`config.mk`:
```
export PLATFORM = sky130hd
export DESIGN_NAME = pipeline_hazard_ctrl_flat
export DESIGN_NICKNAME = d
export VERILOG_FILES = /design/src/rtl/pipe_ctrl_pkg.sv /design/src/rtl/pipeline_hazard_ctrl_if.sv /design/src/rtl/sat_counter.sv /design/src/rtl/pipeline_hazard_ctrl.sv /design/src/flat_wrapper.sv
export SDC_FILE = /design/constraint.sdc
export NUM_CORES = 1
export LEC_CHECK = 0
export BUFFER_PORTS_ARGS = -buffer_cell sky130_fd_sc_hd__buf_2
export CORE_MARGIN = 5
export CORE_UTILIZATION = 35
export DETAILED_ROUTE_END_ITERATION = 8
export SETUP_SLACK_MARGIN = 0.15
export SYNTH_ARGS = -nofsm -noshare
export SYNTH_HDL_FRONTEND = slang
export SYNTH_SLANG_ARGS = --single-unit
```
`constraint.sdc`:
```
create_clock -name clk -period 5.6 [get_ports clk]
set_clock_uncertainty 0.15 [all_clocks]
set_input_delay 0 -clock clk [delete_from_list [all_inputs] [get_ports clk]]
set_output_delay 0 -clock clk [all_outputs]
set_load 0.02 [all_outputs]
```
`src/rtl/pipe_ctrl_pkg.sv`:
```
// Shared constants and types for the pipeline hazard controller and the pipeline
// registers it steers.
package pipe_ctrl_pkg;

    localparam int unsigned STATE_W    = 2;
    localparam int unsigned SEQ_CNT_W  = 4;
    localparam int unsigned REG_ADDR_W = 5;

    localparam logic [STATE_W-1:0] RUN     = 2'd0;
    localparam logic [STATE_W-1:0] MD_WAIT = 2'd1;
    localparam logic [STATE_W-1:0] FLUSH   = 2'd2;

    localparam logic [REG_ADDR_W-1:0] REG_ZERO = 5'd0;

    // Field order is the bit order the pipeline registers expect.
    typedef struct packed {
        logic pc_write;
        logic ifid_write;
        logic ifid_flush;
        logic idex_write;
        logic idex_bubble;
        logic exmem_bubble;
    } hz_ctrl_t;

    localparam int unsigned HZ_CTRL_W = $bits(hz_ctrl_t);

    localparam hz_ctrl_t CTRL_NORMAL = '{
        pc_write: 1'b1, ifid_write: 1'b1, ifid_flush: 1'b0,
        idex_write: 1'b1, idex_bubble: 1'b0, exmem_bubble: 1'b0
    };

    // Redirect fetch and squash the wrong-path instructions in IF/ID and ID/EX.
    localparam hz_ctrl_t CTRL_SQUASH = '{
        pc_write: 1'b1, ifid_write: 1'b1, ifid_flush: 1'b1,
        idex_write: 1'b1, idex_bubble: 1'b1, exmem_bubble: 1'b0
    };

    // Freeze the front end while EX is busy; EX/MEM sees bubbles meanwhile.
    localparam hz_ctrl_t CTRL_MD_HOLD = '{
        pc_write: 1'b0, ifid_write: 1'b0, ifid_flush: 1'b0,
        idex_write: 1'b0, idex_bubble: 1'b0, exmem_bubble: 1'b1
    };

    localparam hz_ctrl_t CTRL_LOAD_USE = '{
        pc_write: 1'b0, ifid_write: 1'b0, ifid_flush: 1'b0,
        idex_write: 1'b1, idex_bubble: 1'b1, exmem_bubble: 1'b0
    };

endpackage

```
`src/rtl/pipeline_hazard_ctrl_if.sv`:
```
// Hazard-controller bus: ID/EX operand info in, pipeline-register controls and
// event counters out.
interface pipeline_hazard_ctrl_if #(
    parameter int unsigned CNT_W = 16
);
    import pipe_ctrl_pkg::*;

    logic [REG_ADDR_W-1:0] rs1_id;
    logic [REG_ADDR_W-1:0] rs2_id;
    logic                  use_rs1_id;
    logic                  use_rs2_id;
    logic [REG_ADDR_W-1:0] rd_ex;
    logic                  MemRead_ex;
    logic                  muldiv_ex;
    logic                  mispredict_ex;

    logic                  pc_write;
    logic                  ifid_write;
    logic                  ifid_flush;
    logic                  idex_write;
    logic                  idex_bubble;
    logic                  exmem_bubble;
    logic [STATE_W-1:0]    ctrl_state;
    logic [CNT_W-1:0]      stall_count;
    logic [CNT_W-1:0]      flush_count;

    modport master (
        output rs1_id, rs2_id, use_rs1_id, use_rs2_id, rd_ex,
        output MemRead_ex, muldiv_ex, mispredict_ex,
        input  pc_write, ifid_write, ifid_flush, idex_write, idex_bubble, exmem_bubble,
        input  ctrl_state, stall_count, flush_count
    );

    modport slave (
        input  rs1_id, rs2_id, use_rs1_id, use_rs2_id, rd_ex,
        input  MemRead_ex, muldiv_ex, mispredict_ex,
        output pc_write, ifid_write, ifid_flush, idex_write, idex_bubble, exmem_bubble,
        output ctrl_state, stall_count, flush_count
    );

endinterface

```
`src/rtl/sat_counter.sv`:
```
// Event counter that sticks at all-ones instead of wrapping.
module sat_counter #(
    parameter int unsigned W = 16
) (
    input  logic         clk_i,
    input  logic         rst_ni,
    input  logic         inc_i,
    output logic [W-1:0] count_o
);

    logic [W-1:0] count_q, count_d;

    always_comb begin
        count_d = count_q;
        if (inc_i && (count_q != {W{1'b1}})) begin
            count_d = count_q + 1'b1;
        end
    end

    always_ff @(posedge clk_i or negedge rst_ni) begin
        if (!rst_ni) begin
            count_q <= '0;
        end else begin
            count_q <= count_d;
        end
    end

    assign count_o = count_q;

endmodule

```
`src/rtl/pipeline_hazard_ctrl.sv`:
```
// Hazard/sequencing controller: load-use stalls, mispredict squash with multi-cycle
// redirect and MUL/DIV occupancy of EX, plus saturating stall/flush event counters.
module pipeline_hazard_ctrl
    import pipe_ctrl_pkg::*;
#(
    parameter int unsigned MULDIV_LAT   = 4,
    parameter int unsigned REDIRECT_LAT = 1,
    parameter int unsigned CNT_W        = 16
) (
    input  logic                   clk,
    input  logic                   reset,
    pipeline_hazard_ctrl_if.slave  bus
);

    if ((MULDIV_LAT < 2) || (MULDIV_LAT > 15)) begin : g_bad_muldiv_lat
        $error("pipeline_hazard_ctrl: MULDIV_LAT must be within 2..15");
    end
    if ((REDIRECT_LAT < 1) || (REDIRECT_LAT > 7)) begin : g_bad_redirect_lat
        $error("pipeline_hazard_ctrl: REDIRECT_LAT must be within 1..7");
    end

    // The entry cycle already counts as one, and cnt==0 marks the final cycle.
    localparam logic [SEQ_CNT_W-1:0] MD_CNT_INIT = SEQ_CNT_W'(MULDIV_LAT - 2);
    localparam logic [SEQ_CNT_W-1:0] REDIR_CNT_INIT =
        (REDIRECT_LAT > 1) ? SEQ_CNT_W'(REDIRECT_LAT - 2) : '0;

    logic [STATE_W-1:0]   state_q, state_d;
    logic [SEQ_CNT_W-1:0] cnt_q, cnt_d;
    hz_ctrl_t             ctrl;
    hz_ctrl_t             ctrl_out;
    logic                 stall_inc;
    logic                 flush_inc;
    logic                 rs1_hit;
    logic                 rs2_hit;
    logic                 load_use;

    assign rs1_hit  = bus.use_rs1_id && (bus.rs1_id == bus.rd_ex);
    assign rs2_hit  = bus.use_rs2_id && (bus.rs2_id == bus.rd_ex);
    assign load_use = bus.MemRead_ex && (bus.rd_ex != REG_ZERO) && (rs1_hit || rs2_hit);

    always_comb begin
        state_d   = state_q;
        cnt_d     = cnt_q;
        ctrl      = CTRL_NORMAL;
        stall_inc = 1'b0;
        flush_inc = 1'b0;
        case (state_q)
            RUN: begin
                if (bus.mispredict_ex) begin
                    ctrl      = CTRL_SQUASH;
                    flush_inc = 1'b1;
                    if (REDIRECT_LAT > 1) begin
                        state_d = FLUSH;
                        cnt_d   = REDIR_CNT_INIT;
                    end
                end else if (bus.muldiv_ex) begin
                    ctrl      = CTRL_MD_HOLD;
                    stall_inc = 1'b1;
                    state_d   = MD_WAIT;
                    cnt_d     = MD_CNT_INIT;
                end else if (load_use) begin
                    ctrl      = CTRL_LOAD_USE;
                    stall_inc = 1'b1;
                end
            end
            MD_WAIT: begin
                // EX holds the MUL/DIV, so branch and load hazards cannot originate here.
                if (cnt_q != '0) begin
                    ctrl      = CTRL_MD_HOLD;
                    stall_inc = 1'b1;
                    cnt_d     = cnt_q - 1'b1;
                end else begin
                    state_d = RUN;
                end
            end
            FLUSH: begin
                ctrl = CTRL_SQUASH;
                if (cnt_q == '0) begin
                    state_d = RUN;
                end else begin
                    cnt_d = cnt_q - 1'b1;
                end
            end
            default: begin
                state_d = RUN;
                cnt_d   = '0;
            end
        endcase
    end

    always_ff @(posedge clk or negedge reset) begin
        if (!reset) begin
            state_q <= RUN;
            cnt_q   <= '0;
        end else begin
            state_q <= state_d;
            cnt_q   <= cnt_d;
        end
    end

    // Controls are forced low for as long as reset is held, independent of inputs.
    assign ctrl_out = hz_ctrl_t'(ctrl & {HZ_CTRL_W{reset}});

    assign bus.pc_write     = ctrl_out.pc_write;
    assign bus.ifid_write   = ctrl_out.ifid_write;
    assign bus.ifid_flush   = ctrl_out.ifid_flush;
    assign bus.idex_write   = ctrl_out.idex_write;
    assign bus.idex_bubble  = ctrl_out.idex_bubble;
    assign bus.exmem_bubble = ctrl_out.exmem_bubble;
    assign bus.ctrl_state   = state_q;

    sat_counter #(
        .W (CNT_W)
    ) u_stall_cnt (
        .clk_i   (clk),
        .rst_ni  (reset),
        .inc_i   (stall_inc),
        .count_o (bus.stall_count)
    );

    sat_counter #(
        .W (CNT_W)
    ) u_flush_cnt (
        .clk_i   (clk),
        .rst_ni  (reset),
        .inc_i   (flush_inc),
        .count_o (bus.flush_count)
    );

    state_legal_a: assert property (@(posedge clk) disable iff (!reset)
        state_q != 2'd3);

endmodule
```
`src/flat_wrapper.sv`:
```
// flat-port wrapper written by rule: the top's interface ports become plain ports
module pipeline_hazard_ctrl_flat import pipe_ctrl_pkg::*;
#(
    parameter int unsigned MULDIV_LAT   = 4,
    parameter int unsigned REDIRECT_LAT = 1,
    parameter int unsigned CNT_W        = 16
)
  (clk, reset, bus_rs1_id, bus_rs2_id, bus_use_rs1_id, bus_use_rs2_id, bus_rd_ex, bus_MemRead_ex, bus_muldiv_ex, bus_mispredict_ex, bus_pc_write, bus_ifid_write, bus_ifid_flush, bus_idex_write, bus_idex_bubble, bus_exmem_bubble, bus_ctrl_state, bus_stall_count, bus_flush_count);
  pipeline_hazard_ctrl_if #(.CNT_W(CNT_W)) bus_i ();
  input  logic clk;
  input  logic reset;
  input wire logic [$bits(bus_i.rs1_id)-1:0] bus_rs1_id;
  input wire logic [$bits(bus_i.rs2_id)-1:0] bus_rs2_id;
  input wire logic [$bits(bus_i.use_rs1_id)-1:0] bus_use_rs1_id;
  input wire logic [$bits(bus_i.use_rs2_id)-1:0] bus_use_rs2_id;
  input wire logic [$bits(bus_i.rd_ex)-1:0] bus_rd_ex;
  input wire logic [$bits(bus_i.MemRead_ex)-1:0] bus_MemRead_ex;
  input wire logic [$bits(bus_i.muldiv_ex)-1:0] bus_muldiv_ex;
  input wire logic [$bits(bus_i.mispredict_ex)-1:0] bus_mispredict_ex;
  output wire logic [$bits(bus_i.pc_write)-1:0] bus_pc_write;
  output wire logic [$bits(bus_i.ifid_write)-1:0] bus_ifid_write;
  output wire logic [$bits(bus_i.ifid_flush)-1:0] bus_ifid_flush;
  output wire logic [$bits(bus_i.idex_write)-1:0] bus_idex_write;
  output wire logic [$bits(bus_i.idex_bubble)-1:0] bus_idex_bubble;
  output wire logic [$bits(bus_i.exmem_bubble)-1:0] bus_exmem_bubble;
  output wire logic [$bits(bus_i.ctrl_state)-1:0] bus_ctrl_state;
  output wire logic [$bits(bus_i.stall_count)-1:0] bus_stall_count;
  output wire logic [$bits(bus_i.flush_count)-1:0] bus_flush_count;
  assign bus_i.rs1_id = bus_rs1_id;
  assign bus_i.rs2_id = bus_rs2_id;
  assign bus_i.use_rs1_id = bus_use_rs1_id;
  assign bus_i.use_rs2_id = bus_use_rs2_id;
  assign bus_i.rd_ex = bus_rd_ex;
  assign bus_i.MemRead_ex = bus_MemRead_ex;
  assign bus_i.muldiv_ex = bus_muldiv_ex;
  assign bus_i.mispredict_ex = bus_mispredict_ex;
  assign bus_pc_write = bus_i.pc_write;
  assign bus_ifid_write = bus_i.ifid_write;
  assign bus_ifid_flush = bus_i.ifid_flush;
  assign bus_idex_write = bus_i.idex_write;
  assign bus_idex_bubble = bus_i.idex_bubble;
  assign bus_exmem_bubble = bus_i.exmem_bubble;
  assign bus_ctrl_state = bus_i.ctrl_state;
  assign bus_stall_count = bus_i.stall_count;
  assign bus_flush_count = bus_i.flush_count;
  pipeline_hazard_ctrl #(.MULDIV_LAT(MULDIV_LAT), .REDIRECT_LAT(REDIRECT_LAT), .CNT_W(CNT_W)) u_core (.clk(clk), .reset(reset), .bus(bus_i));
endmodule
```
Yosys cells after proc, flatten, opt, wreduce, memory -nomap -nowiden
Index checks and enable logic that the tools add are counted.
{"block": "op_classes", "n_addsub": 3, "n_eq_ne": 12, "mux": 22, "bitwise_logic": 1, "n_reduce_logical": 13}
{"cell": "adder 16 x 1 -> 16 bit (second input constant)", "n": 2}
{"cell": "!= test 16 bit (second input constant)", "n": 2}
{"cell": "two-way mux 6 bit", "n": 4}
{"cell": "case mux 6 bit (3 select lines)", "n": 1}
{"cell": "two-way mux 4 bit", "n": 4}
{"cell": "case mux 4 bit (3 select lines)", "n": 1}
{"cell": "equality test 5 bit", "n": 2}
{"cell": "two-way mux 2 bit", "n": 4}
{"cell": "!= test 2 bit (second input constant)", "n": 4}
{"cell": "AND reduction 4 bit", "n": 2}
{"cell": "bitwise AND 6 bit", "n": 1}
{"cell": "logical AND 1 bit", "n": 6}
{"cell": "two-way mux 1 bit", "n": 6}
{"cell": "case mux 2 bit (3 select lines)", "n": 1}
{"cell": "nonzero test 5 bit", "n": 1}
{"cell": "zero test 4 bit", "n": 1}
{"cell": "!= test 2 x 1 -> 1 bit (second input constant)", "n": 2}
{"cell": "nonzero test 4 bit", "n": 1}
{"cell": "subtractor 4 x 1 -> 4 bit (second input constant)", "n": 1}
{"cell": "equality test 2 x 1 -> 1 bit (second input constant)", "n": 1}
{"cell": "equality test 2 bit (second input constant)", "n": 1}
{"cell": "zero test 2 bit", "n": 1}
{"cell": "case mux 1 bit (2 select lines)", "n": 1}
{"cell": "logical OR 1 bit", "n": 1}
{"block": "word_totals", "ff_bits": 38, "in_bits": 22, "out_inout_bits": 40, "wordCells": 55}

Longest topological paths before layout
{"block": "depth", "word_depth": 9, "ltp_mapped": 8, "ltp_nobuf": 8}

Cells and area by module
From an unflattened synthesis, not the netlist that was laid out.
{"block": "hier_totals", "hier_cells": 196, "area_unflattened_um2": 2203.4}
{"module": "sat_counter", "instances": 2, "cells_per_inst": 72, "area_each_um2": 859.6, "seq_area_each_um2": 400.4}
{"module": "pipeline_hazard_ctrl", "instances": 1, "cells_per_inst": 52, "area_each_um2": 484.2, "seq_area_each_um2": 125.1}

Least setup slack after synthesis
No wires, ideal clock.
{"block": "synth_path", "path_type": "register -> register", "startpoint": "register u_core.u_stall_cnt.count_q[0], in the netlist u_core.u_stall_cnt.count_o[0]", "endpoint": "register u_core.u_stall_cnt.count_q[1], in the netlist u_core.u_stall_cnt.count_o[1]", "setup_ns": 0.125, "arrival_time_ns": 1.806, "required_ns": 5.325, "setup_slack_ns": 3.519, "path_stages_with_launch": 8, "path_buffers": 0, "period_less_slack_ns": 2.081, "cell_sequence": "dfrtp_1 -> ha_1 -> and3_1 -> and3_1 -> nand4_1 -> nand2_1 -> nor2_2 -> mux2_4"}
{"block": "synth_via", "elab_chain_len": 2, "elab_cells_between_ends": 3, "classes_between": "add/sub (1); eq/ne (1); reduce/logical (1)"}
{"item": "from (decl)", "line": "sat_counter.sv:11", "source": "logic [W-1:0] count_q, count_d;"}
{"item": "from (signal assigned)", "line": "sat_counter.sv:24", "source": "count_q <= count_d;"}
{"item": "parallel branches: the longest is 2 deep, another holds adder 16 x 1 -> 16 bit"}
Several ways; the timed one is not identified.
A chain may end at the register's enable or synchronous reset.

Worst setup path after layout
Ends and elaborated chain as after synthesis.

==> implementation parameters <==
Parameter                              Value

Pwr
  Power Total ... 1.03 mW
  Static Leak ... 1.26 nW
  Largest vdd supply drop ... 0.181 mV
  Switching share of power ... 0.420
  Share of power burned in the clock network ... 0.191
  Power spent charging and discharging nets ... 0.433 mW
  Combinational fraction of design power ... 0.394
  Reg power frac ... 0.415
  Internal cell power ... 0.598 mW
  Power density over cell area ... 415 nW/um^2

Synthesis
  Cell count after synthesis ... 200
  Main synth FF type ... sky130_fd_sc_hd__dfrtp_1
  Number of library cell types mapped by synthesis ... 39
  Fraction of the mapped netlist area in adder cells ... 0.0250
  Net count after synthesis ... 226
  Count of flip-flops with a built-in enable after synthesis ... 0
  Fraction of synthesized cell area in xor and xnor cells ... 0.171
  Post-Synthesis Mean Instance Area ... 10.0 sq um
  Largest family of logic cells by synthesized area ... simple AND/OR/NAND/NOR gates
  Proportion of synthesized area in mux cells ... 0.0238
  Proportion of synthesized chip area in sequential cells ... 0.463
  Area fraction in compound gates after synthesis ... 0.0538
  Warning count from the yosys run ... 0
  Top area cells in the synthesized netlist ... sky130_fd_sc_hd__dfrtp_1 (46%), sky130_fd_sc_hd__xor2_1 (9.2%), sky130_fd_sc_hd__xnor2_1 (7.9%), sky130_fd_sc_hd__nand2_1 (4.3%), sky130_fd_sc_hd__nand3_1 (3.0%)
  Post-synthesis instance area ... 2000 sq um
  Post-Synth Simple-Gate Area ... 0.236
  Fraction of registers with async set or reset after synthesis ... 1.00
  Area leader, netlist ... sky130_fd_sc_hd__dfrtp_1
  Area share of the largest cell type after synthesis ... 0.463
  Total of flip-flops plus latches after synthesis ... 37

Setup path
  Slowest stage delay, CP ... 0.42 ns
  Crit Path Category ... reg -> reg
  Reg2Reg Launch Point ... u_core.u_stall_cnt.count_o[0]
  Kind of start point of the critical path ... flop
  Cell mode on critical path ... sky130_fd_sc_hd__and3_1
  Worst-path maximum fanout ... 8
  Endpoint arrival time on the critical path ... 2.18 ns
  Worst R2R End ... u_core.u_stall_cnt.count_o[1]
  Required time at the worst-slack endpoint ... 5.63 ns
  Kind of capture point of the worst setup path ... flop
  Cell at the slowest stage of the critical path ... sky130_fd_sc_hd__dfrtp_1
  Critical Path, Cell by Cell ... ha_1 -> and3_1 -> and3_1 -> nand4_1 -> nand2_1 -> nor2_2 -> mux2_4
  Reg2Reg Depth ... 7
  Setup slack on the worst flop-to-flop path ... 3.45 ns

Clocking
  Clock input transition at the sequential cells of the worst setup and hold paths ... 0.08 ns
  Clock tree from TritonCTS ... built
  Maximum clock path buffer count ... 2
  Cells resized by post-CTS repair ... 0
  Number of buffers created by CTS ... 5
  Htree depth ... 2
  Post-CTS Repair Setup Buffers ... 0
  Worst-Skew Late Latency ... 0.29 ns
  Number of clock sinks seen by CTS ... 37
  Root buffer selected by CTS ... sky130_fd_sc_hd__clkbuf_8
  Hold_buf cts ... 2

Floorplanning
  Die outline area ... 7330 sq um
  Chip Height ... 85.6 microns
  Starting density of the core ... 0.361
  FP Rows ... 27
  Area of the core region ... 5540 sq um
  Floorplan die width ... 85.6 microns
  Number of top-level pins ... 62

Placement
  Post-placement setup slack ... 3.46 ns
  Count of buffers from port buffering ... 60
  Detail Placement HPWL ... 3.39 mm
  Gp weighted congestion ... 0.760

Finish
  Number of filler instances in the final layout ... 578
  Post-layout util ... 0.448
  Count of antenna diodes in the layout ... 0
  Commonest cells after routing, fill and taps aside ... sky130_fd_sc_hd__buf_2 (60), sky130_fd_sc_hd__dfrtp_1 (37), sky130_fd_sc_hd__nand2_1 (23), sky130_fd_sc_hd__xor2_1 (21), sky130_fd_sc_hd__xnor2_1 (18)
  Share of cells above drive strength 1 ... 0.297
  Layout-stage area growth over the synthesis result ... 24.0%
  Post-layout nets ... 291
  Most frequent standard cell in the layout excluding fill and tap cells ... sky130_fd_sc_hd__buf_2

Detailed routing
  Mean number of vias per cell ... 4.75
  Drt drc ... 0
  1st-pass router iterations ... 4
  DRT antenna net count ... 0
  Post-DR wirelength/cell ... 13.4 microns
  Total length of routed wires ... 4.52 mm
  Via total after detailed routing ... 1,607
  DRT iter0 DRCs ... 49

Min path
  Min-Delay Endpoint ... u_core.cnt_q[2]
  Number of cells traversed by the worst hold path ... 5
  Type of the tightest min-delay check ... in -> reg
  Worst hold path startpoint ... bus_mispredict_ex

STA
  Sum Neg Setup Slack ... 0 ns
  Highest achievable clock rate ... 0.465 GHz
  Setup repair after global routing missed its margin ... no
  Post-layout worst setup margin ... 3.45 ns
  Number of slew-limit violations in the final report ... 0
  Setup-violating endpoint count in the final report ... 0
  Final critical-path required period ... 2.15 ns
  Share of the cycle needed by the critical path after routing ... 0.384
  Number of hold violations in the final report ... 0

Global route
  Largest net degree at the start of global routing ... 39
  Number of antenna violations at the first check in global routing ... 0
  Aggregate global-route resource usage ... 0.131
  Global-route wire length before repair ... 7.80 mm
  Overflow after GRT ... 0
  Number of global-route vias before repair ... 1,665

Flow run
  Max capacitance violation total ... 0

Run status
  Outcome ... finished, final reports clean
-- critical path, delay by kind of cell (launching register included) --
family,cells,cell delay [ns]
muxes,1,0.31
adders and majority gates,1,0.22
DFF,1,0.42
and+or+nand+nor,5,0.93
-- power groups by stage --
stage / Combinational (mW) / Sequential [mW] / Clock (mW)
finish: 0.406 / 0.428 / 0.197
detailed placement: 0.412 / 0.433 / 0
global route: 0.459 / 0.444 / 0.217
floorplan: 0.239 / 0.471 / 0
CTS: 0.415 / 0.428 / 0.205
global placement: 0.405 / 0.434 / 0
-- through the flow --
step	cells	cell area, sq um	hold WS (ns)
after floorplan	200	2000	-0.446
after global placement	328	2360	-0.0737
after detailed placement	328	2360	-0.0710
after CTS	338	2480	0.0267
after global routing	338	2480	0.0613
final	338	2480	0.0271
-- cells by family after synthesis --
family                     count (synthesis)
and+or+nand+nor                           92
xor gates and xnor gates                  39
DFF                                       37
AOI/OAI and AO/OA                         13
buffers and inverters                     10
adders and majority gates                  4
muxes                                      4
other                                      1
-- layer usage --
| layer | up-vias | track usage | part of all wire |
|---|---|---|---|
| li1 | 818 | - | - |
| met1 | 735 | 0.166 | 0.45 |
| met2 | 47 | 0.212 | 0.47 |
| met3 | 7 | 0.0279 | 0.063 |
| met4 | 0 | 0.0647 | 0.018 |
| met5 | - | 0 | 0 |
-- flip-flops by register name, indices dropped and copies added (netlist names) --
signal                      flops
u_core.u_stall_cnt.count_o     16
u_core.cnt_q                    4
u_core.u_flush_cnt.count_o     16
u_core.bus.ctrl_state           1
-- area by class of cell --
type | count | area, sq um | area share
Inverter | 5 | 18.8 | 0.00756
Clock buffer | 6 | 82.6 | 0.0333
Sequential cell | 37 | 926 | 0.373
Tap cell | 72 | 90.1 | 0.0363
Clock inverter | 2 | 13.8 | 0.00555
Multi-Input combinational cell | 153 | 1020 | 0.412
Timing Repair Buffer | 63 | 328 | 0.132
-- synthesized netlist by cell type (3+ instances only) --
master                    instances
sky130_fd_sc_hd__nand4_1          9
sky130_fd_sc_hd__inv_1            5
sky130_fd_sc_hd__xnor2_1         18
sky130_fd_sc_hd__nor4_1           4
sky130_fd_sc_hd__nand2_1         23
sky130_fd_sc_hd__xor2_1          21
sky130_fd_sc_hd__and3_1           4
sky130_fd_sc_hd__dfrtp_1         37
sky130_fd_sc_hd__nor2_1          16
sky130_fd_sc_hd__nand3_1         12
sky130_fd_sc_hd__ha_1             4
sky130_fd_sc_hd__o21ai_0          3
sky130_fd_sc_hd__nor3_1          10
sky130_fd_sc_hd__a21oi_1          3
-- how the worst max path moves through the flow --
stage / from / end / slack (ns) / cells past startpoint
floorplan: u_core.u_stall_cnt.count_o[0] / u_core.u_stall_cnt.count_o[1] / 3.52 / 7
global placement: u_core.bus.ctrl_state[0] / u_core.u_flush_cnt.count_o[14] / 3.52 / 5
detailed placement: u_core.u_stall_cnt.count_o[0] / u_core.u_stall_cnt.count_o[1] / 3.46 / 7
CTS: u_core.bus.ctrl_state[0] / bus_ifid_write / 3.43 / 5
global route: u_core.bus.ctrl_state[0] / bus_ifid_write / 3.25 / 5
finish: u_core.u_stall_cnt.count_o[0] / u_core.u_stall_cnt.count_o[1] / 3.45 / 7
Note: power is estimated with default switching activity, not from simulation.
